$ cat config.mk
export PLATFORM = sky130hd
export DESIGN_NAME = shift_rows_stream
export DESIGN_NICKNAME = d
export VERILOG_FILES = /design/src/rtl/cipher_pkg.sv /design/src/rtl/rijndael_row_perm.sv /design/src/rtl/shift_rows_stream.sv
export SDC_FILE = /design/constraint.sdc
export NUM_CORES = 1
export LEC_CHECK = 0
export ABC_CLOCK_PERIOD_IN_PS = 2700
export CAP_MARGIN = 20
export CORE_ASPECT_RATIO = 0.8
export CORE_UTILIZATION = 40
export DETAILED_ROUTE_END_ITERATION = 12
export PLACE_DENSITY_LB_ADDON = 0.05
export SLEW_MARGIN = 30
export SYNTH_ARGS = -nofsm -noshare
export SYNTH_HDL_FRONTEND = slang
export SYNTH_SLANG_ARGS = --single-unit
$ cat constraint.sdc
create_clock -name clk -period 2.7 [get_ports clk]
set_input_delay 0.81 -clock clk [delete_from_list [all_inputs] [get_ports clk]]
set_output_delay 0.81 -clock clk [all_outputs]
set_load 0.01 [all_outputs]
$ cat src/rtl/cipher_pkg.sv
// Shared definitions for the block-cipher datapath: beat modes and Rijndael
// row-rotation geometry for state widths of 4, 6 or 8 columns.
package cipher_pkg;

  typedef enum logic [1:0] {
    MODE_FWD = 2'b00,
    MODE_INV = 2'b01,
    MODE_BYP = 2'b10,
    MODE_RSV = 2'b11
  } mode_e;

  localparam int unsigned ROWS = 4;

  // Rijndael rotates rows 2 and 3 one step further once the block reaches 8 columns.
  function automatic int unsigned row_offset(input int unsigned nb, input int unsigned row);
    if (nb == 8 && row >= 2) return row + 1;
    return row;
  endfunction

  // LSB position of state byte (row, col); byte 0 sits at the MSB, column-major.
  function automatic int unsigned byte_lsb(input int unsigned nb, input int unsigned row,
                                           input int unsigned col);
    return 32 * nb - 8 - 8 * (ROWS * col + row);
  endfunction

  function automatic int unsigned fwd_src_col(input int unsigned nb, input int unsigned row,
                                              input int unsigned col);
    return (col + row_offset(nb, row)) % nb;
  endfunction

  function automatic int unsigned inv_src_col(input int unsigned nb, input int unsigned row,
                                              input int unsigned col);
    return (col + nb - row_offset(nb, row)) % nb;
  endfunction

endpackage

$ cat src/rtl/rijndael_row_perm.sv
// Combinational ShiftRows / InvShiftRows / bypass for an NB-column Rijndael state.
module rijndael_row_perm
  import cipher_pkg::*;
#(
  parameter int unsigned NB = 4
) (
  input  logic [32*NB-1:0] data_i,
  input  mode_e            mode_i,
  output logic [32*NB-1:0] data_o
);

  if (!(NB == 4 || NB == 6 || NB == 8)) begin : g_bad_nb
    $error("rijndael_row_perm: NB must be 4, 6 or 8");
  end

  logic [32*NB-1:0] fwd_w;
  logic [32*NB-1:0] inv_w;

  for (genvar r = 0; r < ROWS; r++) begin : g_row
    for (genvar c = 0; c < NB; c++) begin : g_col
      localparam int unsigned DST  = byte_lsb(NB, r, c);
      localparam int unsigned FSRC = byte_lsb(NB, r, fwd_src_col(NB, r, c));
      localparam int unsigned ISRC = byte_lsb(NB, r, inv_src_col(NB, r, c));
      assign fwd_w[DST +: 8] = data_i[FSRC +: 8];
      assign inv_w[DST +: 8] = data_i[ISRC +: 8];
    end
  end

  // Reserved encoding falls through to bypass.
  always_comb begin
    data_o = data_i;
    case (mode_i)
      MODE_FWD: data_o = fwd_w;
      MODE_INV: data_o = inv_w;
      default:  data_o = data_i;
    endcase
  end

endmodule

$ cat src/rtl/shift_rows_stream.sv
// Pipelined row-permutation stage: permutes on the input side, then holds beats in
// a main register plus one skid entry so in_ready is purely registered.
module shift_rows_stream
  import cipher_pkg::*;
#(
  parameter int unsigned NB    = 4,
  parameter int unsigned TAG_W = 4
) (
  input  logic               clk,
  input  logic               rst,
  input  logic               in_valid,
  output logic               in_ready,
  input  logic [32*NB-1:0]   in_data,
  input  logic [1:0]         in_mode,
  input  logic [TAG_W-1:0]   in_tag,
  output logic               out_valid,
  input  logic               out_ready,
  output logic [32*NB-1:0]   out_data,
  output logic [TAG_W-1:0]   out_tag
);

  localparam int unsigned DW = 32 * NB;

  typedef struct packed {
    logic [TAG_W-1:0] tag;
    logic [DW-1:0]    data;
  } beat_t;

  logic [DW-1:0] perm_w;
  beat_t         in_beat;
  beat_t         main_q, main_d;
  beat_t         skid_q, skid_d;
  logic          main_valid_q, main_valid_d;
  logic          skid_valid_q, skid_valid_d;
  logic          accept;
  logic          drain;

  rijndael_row_perm #(
    .NB(NB)
  ) u_perm (
    .data_i(in_data),
    .mode_i(mode_e'(in_mode)),
    .data_o(perm_w)
  );

  assign in_beat  = '{tag: in_tag, data: perm_w};
  assign in_ready = !skid_valid_q && !rst;
  assign accept   = in_valid && in_ready;
  assign drain    = main_valid_q && out_ready;

  // Skid is only ever full while main is full, so main-empty implies skid-empty.
  always_comb begin
    main_d       = main_q;
    skid_d       = skid_q;
    main_valid_d = main_valid_q;
    skid_valid_d = skid_valid_q;

    if (drain) begin
      if (skid_valid_q) begin
        main_d       = skid_q;
        skid_valid_d = 1'b0;
      end else begin
        main_valid_d = 1'b0;
      end
    end

    if (accept) begin
      if (!main_valid_q || (drain && !skid_valid_q)) begin
        main_d       = in_beat;
        main_valid_d = 1'b1;
      end else begin
        skid_d       = in_beat;
        skid_valid_d = 1'b1;
      end
    end
  end

  always_ff @(posedge clk) begin
    if (rst) begin
      main_q       <= '0;
      skid_q       <= '0;
      main_valid_q <= 1'b0;
      skid_valid_q <= 1'b0;
    end else begin
      main_q       <= main_d;
      skid_q       <= skid_d;
      main_valid_q <= main_valid_d;
      skid_valid_q <= skid_valid_d;
    end
  end

  assign out_valid = main_valid_q;
  assign out_data  = main_q.data;
  assign out_tag   = main_q.tag;

endmodule
# [After elaboration in Yosys (flattened, before gate mapping)]
# Cells that the tools add are included.
[totals] mem_bits_rw=0 rom_bits=0 register_bits=266 wordCells=30 inputBits=138 n_memories=0 out_inout_bits=134 latchBits=0
[classes] order_cmp=0 n_reduce_logical=10 n_mux=12 mul=0 addsub=0 n_eq_ne=1 n_bitwise=1 shifts=0 n_div=0
[op_table] operator="132-bit 2-to-1 mux" count=4
[op_table] operator="120-bit one-hot mux with 2 select lines" count=1
[op_table] operator="1-bit 2-to-1 mux" count=7
[op_table] operator="1-bit logical AND" count=4
[op_table] operator="1-bit logical NOT" count=3
[op_table] operator="2-bit by 1-bit equality test with 1-bit output (second input constant)" count=1
[op_table] operator="2-bit logical NOT" count=1
[op_table] operator="2-bit AND reduction" count=1
[op_table] operator="1-bit logical OR" count=1
[op_table] operator="1-bit inverter" count=1

# [Depth between registers and ports, before layout]
[logic_depth] depth_word=5 ltp_mapped=7 mapped_depth_nobuf=3

# [By module]
# From an unflattened synthesis, not the netlist that was laid out.
[hier_totals] cells_unflattened=1646 hier_area_um2=12881.1
[modules_own_cells] mod="shift_rows_stream" area_each_um2=10855.4 seq_area_each_um2=5325.1 cells_per_inst=1365 instances=1
[modules_own_cells] mod="rijndael_row_perm" area_each_um2=2025.7 seq_area_each_um2=0.0 cells_per_inst=281 instances=1

# [Worst setup path after synthesis]
# Ideal clock, no wire load.
[synth_timing] kind="input -> output" start="input port rst" end="output port in_ready" cell_stages=4 t_required_ns=1.890 n_path_buf=3 slack_ns=0.244 arrival_time_ns=1.646 cell_sequence="clkbuf_1 -> clkbuf_1 -> clkbuf_1 -> nor2_1"
[synth_via] elab_chain_len=2
[synth_rtl] element="start, declared" line_no="shift_rows_stream.sv:10" text="input logic rst,"
[synth_rtl] element="1-bit logical NOT" line_no="shift_rows_stream.sv:47" text="assign in_ready = !skid_valid_q && !rst;"
[synth_rtl] element="1-bit logical AND" line_no="shift_rows_stream.sv:47"
[synth_rtl] element="end, declared" line_no="shift_rows_stream.sv:12" text="output logic in_ready,"
# Every way passes these cells.

# [Worst setup path after layout]
[layout_timing] start="register main_valid_q, in the netlist out_valid" end="output port out_valid"
[layout_lines] element="start, declared" line_no="shift_rows_stream.sv:33" text="logic main_valid_q, main_valid_d;"
[layout_lines] element="start signal, assigned" line_no="shift_rows_stream.sv:87" text="main_valid_q <= main_valid_d;"
[layout_lines] element="end, declared" line_no="shift_rows_stream.sv:16" text="output logic out_valid,"
# No word-level cell between the ends.

==> out/qor.csv <==
metric,value,unit
outcome,"finished, final reports clean",
worst min-delay path class,flop to flop,
critical path cell sequence,clkdlybuf4s50_1,
IO buf count,271,
Multi-input gate area,6193,um2
number of placement rows,56,
n_diodes,0,
Nets,1611,
cell area after synthesis,12180,um2
hold bufs inserted after CTS,0,
Slew HR,0.4310,
initial antenna violation count,1,
Final Hold Viols,0,
Final HPWL DP,25.13,mm
buffer count from post-CTS setup fixing,0,
DRC violations left,0,
Core ar.,29640,um2
grt ovf,0,
synth top area cells,"dfxtp_1 44%, mux2i_1 17%, mux2_2 6.0%",
chip width,197.1,um
Final min period,2.543,ns
io pins,272,
Fmax,393.2,MHz
syn avg cell area,9.607,um2
drt first pass iters,5,
Fin Setup TNS,0,ns
"Seq/Total Area, Yosys",0.4371,
Post-CTS Resized,0,
Tot GR Track Use,0.2379,
Area growth syn-to-layout,34.05,%
crit path max fanout,8,
post-synth top area cell,dfxtp_1,
vias in the first global route,10031,
die footprint,31160,um2
htree depth,1,
final setup fails,0,
Yosys warnings,0,
Cell Pwr Density,612.1,nW/um2
final setup skew,0.01409,ns
Mapped Cells,1268,
clock slew at reported path FFs,0.06,ns
register-to-register setup slack,0.90,ns
Required @ worst endpoint,1.89,ns
"CP delay by family, top",buffers and inverters,
die height,158.1,um
max incr delay on CP,0.65,ns
Final period util,0.9419,
CTS Buf Count,29,
first-pass GRT wire length,58.46,mm
unrepaired setup endpoints after global routing,false,
crit end category,output pin,
Synth top area share,0.4371,
effective utilization at floorplan,0.4110,
layout cells sized above 1,0.1124,
Initial DRC Count,672,
Vias,10659,
net count after synthesis,1406,
placed insts,1848,
register bit total from synthesis,266,
clock root cell,clkbuf_16,
register area,5325,um2
CTS max path bufs,3,
Lkg Pwr,6.129,nW
nature of the critical path startpoint,flop,
ANT nets after route,0,
Unique masters post-synth,33,
WL/cell,20.17,um
Max VDD drop,0.4291,mV
max-capacitance violation count,0,
clock sink count,266,
drt total wl,38.32,mm
critical path class,flop to output pin,
CTS tree,yes,
"Slew Viols, Final",0,
Slew @ Worst Pin,0.8535,ns
"non-filler cells, final",1900,
crit path DAT,1.73,ns
filler instances,2681,
slowest CP cell,clkdlybuf4s50_1,
via-per-instance ratio,5.610,
"Buf+Inv Stages, Crit Path",1,
gpl congestion,0.8849,
largest net degree at the start of global routing,79,
Skew-Pair Late Insertion Delay,0.54,ns
## power by group
group | internal [mW] | total (mW) | switching [mW]
combinational | 0.820 | 1.63 | 0.810
clock | 2.49 | 4.11 | 1.62
sequential | 4.13 | 4.25 | 0.124
## routing by layer
layer  vias up  global-route usage  share of wire
met5         -                   0        0.00034
met4         2             0.06312          0.025
met3        56             0.04452          0.058
met2       324              0.3463           0.42
met1      5162              0.3549           0.50
li1       5115                   -              -
## cells in the final DEF, fill, tap and decap left out, types with 3 or more instances in the layout
cell and count:
a21oi_1 78, nand2b_1 9, o2111ai_1 16, a22oi_1 31, clkbuf_1 4, a221oi_1 31, clkdlybuf4s50_1 268, buf_4 19
nor3_1 39, a211oi_1 32, a311oi_1 37, nand3_1 36, bufinv_16 3, buf_12 23, clkbuf_8 9, clkbuf_16 29
nand2_1 161, mux2i_1 207, dfxtp_1 266, clkinv_2 6, o21ai_1 9, o21ai_0 44, o22ai_1 56, mux2_2 65
## cell usage after synthesis, drive strengths merged
cell / n
dfxtp: 266
mux2i: 207
nand2: 162
buf: 86
a21oi: 78
mux2: 65
o22ai: 56
o21ai: 54
clkbuf: 52
nor3: 39
a311oi: 37
nand3: 37
a211oi: 32
a221oi: 31
a22oi: 31
o2111ai: 16
nand2b: 10
nor2: 3
inv: 2
and3: 1
nor2b: 1
nor3b: 1
or3b: 1
## area by class of cell
class | count | share of cell area
inverters | 2 | 0.0004597
multi-input cells | 862 | 0.3793
repair buffers | 312 | 0.2022
well taps | 406 | 0.03111
clock inverters | 10 | 0.007892
flip-flops and latches | 266 | 0.3261
clock buffers | 42 | 0.05295
## flip-flops by register name, summed over array words and instances (netlist names)
| register | count |
|---|---|
| out_tag | 4 |
| out_data | 128 |
| skid_valid_q | 1 |
| skid_q | 132 |
| out_valid | 1 |
## path summary, 6_finish.rpt
kind / start / to / depth (start not counted)
max: out_valid / out_valid / 1
max reg2reg: out_valid / out_data[63] / 4
min: skid_q[23] / skid_q[23] / 2
min reg2reg: skid_q[23] / skid_q[23] / 2
## logic make-up after synthesis
group / Yosys count / share of synthesized area
and+or+nand+nor: 255 / 0.09193
muxes: 272 / 0.2302
AOI/OAI and AO/OA: 335 / 0.1825
DFF: 266 / 0.4371
buffers and inverters: 140 / 0.05824
## per-stage QoR
stage	hold WS [ns]	cell area, um2	total power [mW]	util	setup WS (ns)
CTS	0.4569	16330	10.07	0.5510	0.1320
finish	0.4558	16330	9.995	0.5510	0.1569
global placement	0.4408	15340	5.947	0.5174	0.1484
global route	0.4737	16330	10.37	0.5510	0.1121
floorplan	0.4341	12180	5.103	-	0.2436
detailed placement	0.4466	15340	5.957	0.5174	0.08852
(Power assumes the default switching activity.)
